## config.mk

```make
export PLATFORM = sky130hd
export DESIGN_NAME = jtag_dmi_intc
export DESIGN_NICKNAME = d
export VERILOG_FILES = /design/src/rtl/jtag_dmi_intc.sv
export SDC_FILE = /design/constraint.sdc
export NUM_CORES = 1
export LEC_CHECK = 0
export ABC_AREA = 0
export ABC_CLOCK_PERIOD_IN_PS = 2140
export CAP_MARGIN = 20
export CORE_MARGIN = 2
export CORE_UTILIZATION = 43
export CTS_BUF_LIST = sky130_fd_sc_hd__clkbuf_8
export DETAILED_ROUTE_END_ITERATION = 16
export HOLD_SLACK_MARGIN = 0.05
export PLACE_DENSITY = 0.82
export SYNTH_ARGS = -nofsm -noshare
export SYNTH_HDL_FRONTEND = slang
export SYNTH_SLANG_ARGS = --single-unit
export TNS_END_PERCENT = 30
```

## constraint.sdc

```tcl
create_clock -name clk -period 2.14 [get_ports clk]
set_input_delay 0.428 -clock clk [delete_from_list [all_inputs] [get_ports clk]]
set_output_delay 0.428 -clock clk [all_outputs]
set_load 0.005 [all_outputs]
```

## src/rtl/jtag_dmi_intc.sv

```systemverilog
// jtag_dmi_intc: bridges a JTAG-clocked request/response level handshake onto
// a DMI valid/ready request and response channel in the core clock domain.
// The JTAG-side levels are synchronized. A rising edge of the synchronized
// request-valid level starts one transaction.
module jtag_dmi_intc #(
  parameter int DMI_ADDR_WIDTH = 7,
  parameter int DMI_DATA_WIDTH = 32,
  parameter int DMI_OP_WIDTH   = 2,
  parameter int TIMEOUT_CYCLES = 255
) (
  input  logic                                             clk,
  input  logic                                             dev_rst_n,
  input  logic                                             jreq_vld,
  input  logic [DMI_ADDR_WIDTH+DMI_DATA_WIDTH+DMI_OP_WIDTH-1:0] jreq_data,
  output logic                                             jreq_rdy,
  output logic                                             jresp_vld,
  output logic [DMI_DATA_WIDTH+DMI_OP_WIDTH-1:0]           jresp_data,
  input  logic                                             jresp_rdy,
  output logic                                             dmi_req_valid,
  input  logic                                             dmi_req_ready,
  output logic [DMI_ADDR_WIDTH-1:0]                        dmi_req_addr,
  output logic [DMI_DATA_WIDTH-1:0]                        dmi_req_data,
  output logic [DMI_OP_WIDTH-1:0]                          dmi_req_op,
  input  logic                                             dmi_resp_valid,
  output logic                                             dmi_resp_ready,
  input  logic [DMI_DATA_WIDTH-1:0]                        dmi_resp_data,
  input  logic [DMI_OP_WIDTH-1:0]                          dmi_resp_resp
);

  localparam int REQ_W  = DMI_ADDR_WIDTH + DMI_DATA_WIDTH + DMI_OP_WIDTH;
  localparam int RESP_W = DMI_DATA_WIDTH + DMI_OP_WIDTH;

  // Op codes on the request side and the "failed" response code
  localparam logic [DMI_OP_WIDTH-1:0] OP_NOP      = DMI_OP_WIDTH'(0);
  localparam logic [DMI_OP_WIDTH-1:0] OP_READ     = DMI_OP_WIDTH'(1);
  localparam logic [DMI_OP_WIDTH-1:0] OP_WRITE    = DMI_OP_WIDTH'(2);
  localparam logic [DMI_OP_WIDTH-1:0] RESP_OK     = DMI_OP_WIDTH'(0);
  localparam logic [DMI_OP_WIDTH-1:0] RESP_FAILED = DMI_OP_WIDTH'(2);

  // Last WAIT count value; the edge that sees it is the TIMEOUT_CYCLES-th clock in WAIT
  localparam logic [7:0] CNT_LAST = 8'(TIMEOUT_CYCLES - 1);

  typedef enum logic [1:0] {
    ST_IDLE = 2'd0,
    ST_REQ  = 2'd1,
    ST_WAIT = 2'd2,
    ST_RESP = 2'd3
  } state_e;

  state_e                      state_r;
  logic                        jreq_vld_meta_r;
  logic                        jreq_vld_sync_r;
  logic                        jreq_vld_prev_r;
  logic                        jresp_rdy_meta_r;
  logic                        jresp_rdy_sync_r;
  logic [7:0]                  wait_cnt_r;

  logic                        jreq_rdy_r;
  logic                        jresp_vld_r;
  logic [RESP_W-1:0]           jresp_data_r;
  logic                        dmi_req_valid_r;
  logic [DMI_ADDR_WIDTH-1:0]   dmi_req_addr_r;
  logic [DMI_DATA_WIDTH-1:0]   dmi_req_data_r;
  logic [DMI_OP_WIDTH-1:0]     dmi_req_op_r;
  logic                        dmi_resp_ready_r;

  logic                        req_event_s;
  logic [DMI_ADDR_WIDTH-1:0]   req_addr_s;
  logic [DMI_DATA_WIDTH-1:0]   req_data_s;
  logic [DMI_OP_WIDTH-1:0]     req_op_s;

  // Fields of the incoming request word {addr, data, op}
  assign req_addr_s = jreq_data[REQ_W-1 -: DMI_ADDR_WIDTH];
  assign req_data_s = jreq_data[RESP_W-1 -: DMI_DATA_WIDTH];
  assign req_op_s   = jreq_data[DMI_OP_WIDTH-1:0];

  // New request only on a rising edge of the synchronized valid level
  assign req_event_s = jreq_vld_sync_r & ~jreq_vld_prev_r;

  // Two-flop synchronizers for the JTAG levels plus the edge-detect copy
  always_ff @(posedge clk or negedge dev_rst_n) begin
    if (!dev_rst_n) begin
      jreq_vld_meta_r  <= 1'b0;
      jreq_vld_sync_r  <= 1'b0;
      jreq_vld_prev_r  <= 1'b0;
      jresp_rdy_meta_r <= 1'b0;
      jresp_rdy_sync_r <= 1'b0;
    end else begin
      jreq_vld_meta_r  <= jreq_vld;
      jreq_vld_sync_r  <= jreq_vld_meta_r;
      jreq_vld_prev_r  <= jreq_vld_sync_r;
      jresp_rdy_meta_r <= jresp_rdy;
      jresp_rdy_sync_r <= jresp_rdy_meta_r;
    end
  end

  // Transaction FSM; every handshake output is registered alongside the state
  always_ff @(posedge clk or negedge dev_rst_n) begin
    if (!dev_rst_n) begin
      state_r          <= ST_IDLE;
      wait_cnt_r       <= 8'd0;
      jreq_rdy_r       <= 1'b1;
      jresp_vld_r      <= 1'b0;
      jresp_data_r     <= {RESP_W{1'b0}};
      dmi_req_valid_r  <= 1'b0;
      dmi_req_addr_r   <= {DMI_ADDR_WIDTH{1'b0}};
      dmi_req_data_r   <= {DMI_DATA_WIDTH{1'b0}};
      dmi_req_op_r     <= {DMI_OP_WIDTH{1'b0}};
      dmi_resp_ready_r <= 1'b0;
    end else begin
      case (state_r)
        ST_IDLE: begin
          if (req_event_s) begin
            dmi_req_addr_r <= req_addr_s;
            dmi_req_data_r <= req_data_s;
            dmi_req_op_r   <= req_op_s;
            jreq_rdy_r     <= 1'b0;
            case (req_op_s)
              OP_READ, OP_WRITE: begin
                state_r         <= ST_REQ;
                dmi_req_valid_r <= 1'b1;
              end
              OP_NOP: begin
                // A no-op completes locally with a clean, zero response
                state_r      <= ST_RESP;
                jresp_vld_r  <= 1'b1;
                jresp_data_r <= {{DMI_DATA_WIDTH{1'b0}}, RESP_OK};
              end
              default: begin
                // Reserved op: answered locally as a failure, never sent to DMI
                state_r      <= ST_RESP;
                jresp_vld_r  <= 1'b1;
                jresp_data_r <= {{DMI_DATA_WIDTH{1'b0}}, RESP_FAILED};
              end
            endcase
          end else begin
            state_r <= ST_IDLE;
          end
        end
        ST_REQ: begin
          // Request is held until accepted; there is deliberately no timeout here
          if (dmi_req_ready) begin
            state_r          <= ST_WAIT;
            dmi_req_valid_r  <= 1'b0;
            dmi_resp_ready_r <= 1'b1;
            wait_cnt_r       <= 8'd0;
          end else begin
            state_r <= ST_REQ;
          end
        end
        ST_WAIT: begin
          // A response arriving on the timeout edge wins over the timeout
          if (dmi_resp_valid) begin
            state_r          <= ST_RESP;
            dmi_resp_ready_r <= 1'b0;
            jresp_vld_r      <= 1'b1;
            jresp_data_r     <= {dmi_resp_data, dmi_resp_resp};
          end else if (wait_cnt_r == CNT_LAST) begin
            state_r          <= ST_RESP;
            dmi_resp_ready_r <= 1'b0;
            jresp_vld_r      <= 1'b1;
            jresp_data_r     <= {{DMI_DATA_WIDTH{1'b0}}, RESP_FAILED};
          end else begin
            wait_cnt_r <= wait_cnt_r + 8'd1;
          end
        end
        ST_RESP: begin
          // JTAG side must drop its request and be ready before we go idle
          if (!jreq_vld_sync_r && jresp_rdy_sync_r) begin
            state_r     <= ST_IDLE;
            jresp_vld_r <= 1'b0;
            jreq_rdy_r  <= 1'b1;
          end else begin
            state_r <= ST_RESP;
          end
        end
        default: begin
          state_r          <= ST_IDLE;
          jreq_rdy_r       <= 1'b1;
          jresp_vld_r      <= 1'b0;
          dmi_req_valid_r  <= 1'b0;
          dmi_resp_ready_r <= 1'b0;
        end
      endcase
    end
  end

  assign jreq_rdy       = jreq_rdy_r;
  assign jresp_vld      = jresp_vld_r;
  assign jresp_data     = jresp_data_r;
  assign dmi_req_valid  = dmi_req_valid_r;
  assign dmi_req_addr   = dmi_req_addr_r;
  assign dmi_req_data   = dmi_req_data_r;
  assign dmi_req_op     = dmi_req_op_r;
  assign dmi_resp_ready = dmi_resp_ready_r;

endmodule

```

# --- Yosys cells after proc, flatten, opt, wreduce, memory -nomap -nowiden ---
# Cells that the tools add are included.
word_totals:
  ff_bits: 94
  elab_cells: 82
op_classes:
  reduce_logical: 17
  n_eq_ne: 14
  addsub: 1
  mux: 33
  bitwise_logic: 2
op_table:
  columns: ["op", "count"]
  rows:
  - ["$pmux W34 S2", 2]
  - ["$mux W34", 3]
  - ["$mux W8", 3]
  - ["$pmux W8 S2", 1]
  - ["$mux W1", 13]
  - ["$mux W2", 6]
  - ["$ne A2 B2 Y1 const B", 6]
  - ["$reduce_and A4 Y1", 3]
  - ["$add A8 B1 Y8 const B", 1]
  - ["$eq A8 B8 Y1 const B", 1]
  - ["$pmux W2 S4", 1]
  - ["$reduce_bool A2 Y1", 4]
  - ["$eq A2 B2 Y1 const B", 3]
  - ["$pmux W1 S2", 3]
  - ["$reduce_and A3 Y1", 2]
  - ["$reduce_and A5 Y1", 1]
  - ["$eq A2 B1 Y1 const B", 2]
  - ["$logic_not A2 Y1", 2]
  - ["$ne A3 B3 Y1 const B", 1]
  - ["$pmux W1 S3", 1]
  - ["$reduce_bool A3 Y1", 1]
  - ["$ne A2 B1 Y1 const B", 1]
  - ["$reduce_and A2 Y1", 1]
  - ["$reduce_or A2 Y1", 1]
  - ["other kinds (4)", 4]

# --- Logic depth before layout (Yosys ltp) ---
# Gate-level depths: netlist (run 1).
logic_depth:
  depth_word: 5
  depth_mapped: 8

# --- Worst setup path after synthesis (run 1) ---
# No wires, ideal clock.
synth_path:
  path_type: "input to register"
  startpoint: "input port jreq_data[0]"
  endpoint: "register jresp_data_r[16], in the netlist jresp_data[16]"
  setup_slack_ps: 445
  cell_stages: 8
  n_path_buf: 2
  setup_time_ps: 121
  arrival_ps: 1574
  path_cell_list: "inv_1 > ha_1 > nor3b_1 > o21bai_1 > a21o_1 > buf_6 > buf_6 > a22o_1"
synth_between:
  elab_chain_len: 4
  word_cells_on_any_way: 5
  classes_between: "eq/ne: 3; reduce/logical: 2"
synth_lines:
  columns: ["element", "line", "text"]
  rows:
  - ["from (decl)", "14", "input logic [DMI_ADDR_WIDTH+DMI_DATA_WIDTH+DMI_OP_WIDTH-1:0] jreq_data,"]
  - ["$eq A2 B1 Y1 / $eq A2 B2 Y1 (equally long branches)", "118", "case (req_op_s)"]
  - ["$reduce_or A2 Y1 *", "118", null]
  - ["$ne A2 B2 Y1 (no line) *", null, null]
  - ["$reduce_and A4 Y1 (no line) *", null, null]
  - ["to (signal assigned)", "127", "jresp_data_r <= {{DMI_DATA_WIDTH{1'b0}}, RESP_OK};"]
  - ["to (signal assigned)", "133", "jresp_data_r <= {{DMI_DATA_WIDTH{1'b0}}, RESP_FAILED};"]
  - ["to (signal assigned)", "157", "jresp_data_r <= {dmi_resp_data, dmi_resp_resp};"]
  - ["to (decl)", "60", "logic [RESP_W-1:0] jresp_data_r;"]
# Every way passes the cells marked *; elsewhere a longest branch is shown, timed or not.
# A chain may end at the register's enable or synchronous reset.

# --- Worst setup path in the final report (run 1) ---
layout_path:
  startpoint: "input port jreq_data[1]"
  endpoint: "register jresp_data_r[3], in the netlist jresp_data[3]"
# Same word-level chain as after synthesis.

==> impl_results.rst, run 1 <==
.. list-table::
   :header-rows: 1

   * - Metric
     - Value
   * - Result of the run
     - completed
   * - Final wirelength
     - 8630 µm
   * - Hold slack final
     - 0.351 ns
   * - Top flip-flop cell by instance count after synthesis
     - sky130_fd_sc_hd__dfrtp_1
   * - Leading post-synthesis cells by cell area
     - sky130_fd_sc_hd__dfrtp_1 63%, sky130_fd_sc_hd__mux2_2 13%, sky130_fd_sc_hd__a22o_1 7.9%
   * - Synth unique cells
     - 36
   * - NumNets Final
     - 510
   * - Cell area after layout
     - 5600 µm²
   * - Top cell type by total area after synthesis
     - sky130_fd_sc_hd__dfrtp_1
   * - Worst EP arrival
     - around 2.2 ns
   * - Number of hold buffers added after CTS
     - 1
   * - Power per cell area
     - 1310 nW/µm²
   * - Seq cells post-synth
     - 94
   * - Number of buffers created by CTS
     - 9
   * - Period utilization
     - 0.914
   * - Most frequently used cell type in the post-synthesis netlist
     - sky130_fd_sc_hd__dfrtp_1
   * - Post-CTS repair timing setup buffer count
     - 0
   * - Port Buffers
     - 159
   * - # Max-Cap Violations
     - 0
   * - Die height
     - a little under 100 µm
   * - Antenna Cells
     - 0
   * - Reg-to-Reg End
     - wait_cnt_r[5]
   * - Share of the yosys chip area belonging to registers
     - 0.641
   * - Source-to-sink clock delay at the later pin of the worst-skew pair
     - 0.35 ns
   * - Maximum buffer depth of the clock tree
     - 2
   * - Critical hold path startpoint
     - jresp_rdy_meta_r
   * - Share of async-settable or async-resettable flops after synthesis
     - 1.00
   * - IR Drop Worst-Case VDD
     - about 670 µV
   * - Synthesized netlist net count
     - around 350
   * - Synth cell count leaders
     - 93 x sky130_fd_sc_hd__dfrtp_1, 41 x sky130_fd_sc_hd__mux2_2, 33 x sky130_fd_sc_hd__a22o_1
   * - Number of pins exceeding their max-slew limit in the final report
     - 0
   * - Final Skew
     - 0.0147 ns
   * - CP max FO
     - 24
   * - Layout-stage area growth over the synthesis result
     - 52.5%
   * - Count of flip-flops with a built-in enable after synthesis
     - 0
   * - Final-layout fill cell count
     - around 630
   * - Worst min-delay path category
     - reg -> reg
   * - Endpoint of the worst hold path
     - jresp_rdy_sync_r
   * - GRT overflow
     - 0
   * - Die area
     - 9290 µm²
   * - Setup repair after global routing missed its margin
     - no
   * - Placed Cells incl. Taps
     - 519
   * - Standard cell area after detailed placement
     - 5410 µm²
   * - CTS tree
     - yes
   * - Initial cell density of the core
     - 0.445
   * - Site Rows
     - 33
   * - Minimum clock period after layout
     - 1.96 ns
   * - I/O Pins
     - 160
   * - Worst reg2reg path startpoint
     - wait_cnt_r[0]
   * - Number of vias after detailed routing
     - 2805
   * - Area taken by flip-flops and latches
     - around 2400 µm²
   * - Pin count of the biggest net entering global routing
     - 45
   * - Class of the most critical setup path
     - in -> reg
   * - Kind of capture point of the worst setup path
     - register
   * - Worst hold path depth
     - 0
   * - Vias in the first global route
     - 2769
   * - Number of DRC markers after the initial detailed-route iteration
     - between 100 and 150
   * - Sink Count
     - 94
   * - Post-CTS Resized
     - 0
   * - Overall Power
     - 7330 µW
   * - Worst Tran Pin Value
     - 0.654 ns
   * - Top cell type's share of synthesized area
     - 0.634
   * - Core area
     - 8260 µm²
   * - R2R cell count
     - 6
   * - CTS Root Cell
     - sky130_fd_sc_hd__clkbuf_8
   * - Initial antenna violation count
     - 0
   * - Non-filler cells in the finished layout
     - 536
   * - Endpoints failing setup
     - 0
   * - Yosys warns
     - 0
   * - Highest achievable clock rate
     - ~510 MHz
   * - Area of the multi-input gates
     - 1210 µm²
   * - Number of hold violations in the final report
     - 0
   * - Routed length per placed instance
     - 16.1 µm
   * - Crit path required time
     - between 2 and 2.5 ns
   * - Number of detailed-routing iterations run before antenna repair
     - 4
   * - Reg clk slew, reported paths
     - 0.08 ns
   * - Width of the chip
     - 96.4 µm
   * - Post-DR vias/cell
     - 5.23
   * - Global routing usage summed across all routing layers
     - 0.186
   * - Leakage power
     - 0.00241 µW
   * - Relative slew slack
     - 0.561
   * - First-pass GRT wire length
     - 13300 µm
   * - Setup slack of the most critical reg-to-reg path
     - 0.26 ns
   * - Netlist Area Pre-Place
     - 3670 µm²
   * - Share of layout cells above drive strength 1
     - 0.165
   * - Gpl congestion
     - 0.863
   * - Number of instances in the synthesized netlist
     - 262
   * - H-tree depth reported by CTS
     - 3
   * - Startpoint kind of the worst setup timing path
     - input pin
   * - Remaining routing DRC violations
     - 0
   * - Count of antenna-violating nets left after detailed routing
     - 0
   * - HPWL after DPL
     - ~6300 µm
   * - Avg Cell Area, Syn
     - 14.0 µm²
==> worst max-delay path by stage <==
stage                 startpoint             end  slack, ns
global placement    jreq_data[0]  jresp_data[21]      -0.13
floorplan           jreq_data[0]  jresp_data[16]       0.44
finish              jreq_data[1]   jresp_data[3]       0.18
detailed placement  jreq_data[0]   jresp_data[3]      -0.16
CTS                 jreq_data[0]   jresp_data[3]       0.20
global route        jreq_data[0]  jresp_data[32]       0.05
==> power by group <==
part	leakage [µW]	internal, µW	switching, µW	total (µW)
logic	0.00116	2160	1050	3210
registers	0.00116	2590	492	3090
clock network	0.0000870	424	610	1030
==> cells by family (layout without fill, tap and decap cells) <==
kind of cell    after synthesis  in the layout  synth area share
compound gates               59             59             0.123
fa+ha+maj                     3              3            0.0102
buf+inv                      19            188            0.0300
flops                        94             94             0.641
mux                          42             42             0.130
simple gates                 45             45            0.0661
==> sequential cells by signal, indices dropped and copies added (netlist names) <==
| register | flops |
|---|---|
| dmi_req_data | 32 |
| jreq_vld_sync_r | 1 |
| wait_cnt_r | 8 |
| state_r | 2 |
| dmi_req_op | 2 |
| jresp_vld | 1 |
| jreq_vld_prev_r | 1 |
| jresp_data | 34 |
| jreq_rdy | 1 |
| jreq_vld_meta_r | 1 |
| dmi_req_valid | 1 |
| dmi_req_addr | 7 |
| dmi_resp_ready | 1 |
| jresp_rdy_meta_r | 1 |
| jresp_rdy_sync_r | 1 |
==> metrics by stage <==
step                 util  setup WS [ns]  TNS (ns)
global route        0.678         0.0463         0
detailed placement  0.656         -0.163     -4.58
CTS                 0.678          0.199         0
finish              0.678          0.185         0
floorplan               -          0.445         0
global placement    0.656         -0.130     -4.01
==> metal layers <==
metal,global-route usage,share of wire,vias to the layer above
met5,0,0,-
met4,0.0434,0.0036,0
met3,0.0784,0.11,6
met2,0.294,0.48,136
met1,0.239,0.40,1378
li1,-,-,1285
==> critical path, stage by stage <==
cell and delay [ns]:
sky130_fd_sc_hd__clkdlybuf4s50_1 0.48, sky130_fd_sc_hd__inv_1 0.05, sky130_fd_sc_hd__ha_1 0.29, sky130_fd_sc_hd__nor3b_1 0.20, sky130_fd_sc_hd__o21bai_1 0.12, sky130_fd_sc_hd__a21o_1 0.24
sky130_fd_sc_hd__buf_12 0.18, sky130_fd_sc_hd__a22o_1 0.20
==> area by class of cell <==
class,count,area share
Inverter,4,0.00268
Clock buffer,9,0.0221
Clock inverter,7,0.00894
Sequential cell,94,0.420
Tap cell,105,0.0235
Timing Repair Buffer,168,0.305
Multi-Input combinational cell,149,0.217
==> placed cells by master, fill, tap and decap left out, types with 3 or more instances in the layout <==
master / instances
sky130_fd_sc_hd__a21oi_1: 7
sky130_fd_sc_hd__a22o_1: 33
sky130_fd_sc_hd__a31oi_1: 4
sky130_fd_sc_hd__and3_1: 3
sky130_fd_sc_hd__buf_12: 4
sky130_fd_sc_hd__buf_4: 5
sky130_fd_sc_hd__clkbuf_8: 9
sky130_fd_sc_hd__clkdlybuf4s50_1: 158
sky130_fd_sc_hd__dfrtp_1: 93
sky130_fd_sc_hd__ha_1: 3
sky130_fd_sc_hd__inv_1: 5
sky130_fd_sc_hd__mux2_2: 41
sky130_fd_sc_hd__nand2_1: 10
sky130_fd_sc_hd__nand2b_1: 3
sky130_fd_sc_hd__nand3_1: 9
sky130_fd_sc_hd__nor2_1: 5
sky130_fd_sc_hd__nor3b_1: 3
sky130_fd_sc_hd__o21ai_0: 7
(Power assumes the default switching activity.)
==> inputs of run 2 (changes only) <==
- ABC_AREA: 0 -> unset
==> results of run 2 <==
Same layout as run 1: the final DEF is identical, and so are final timing and power.
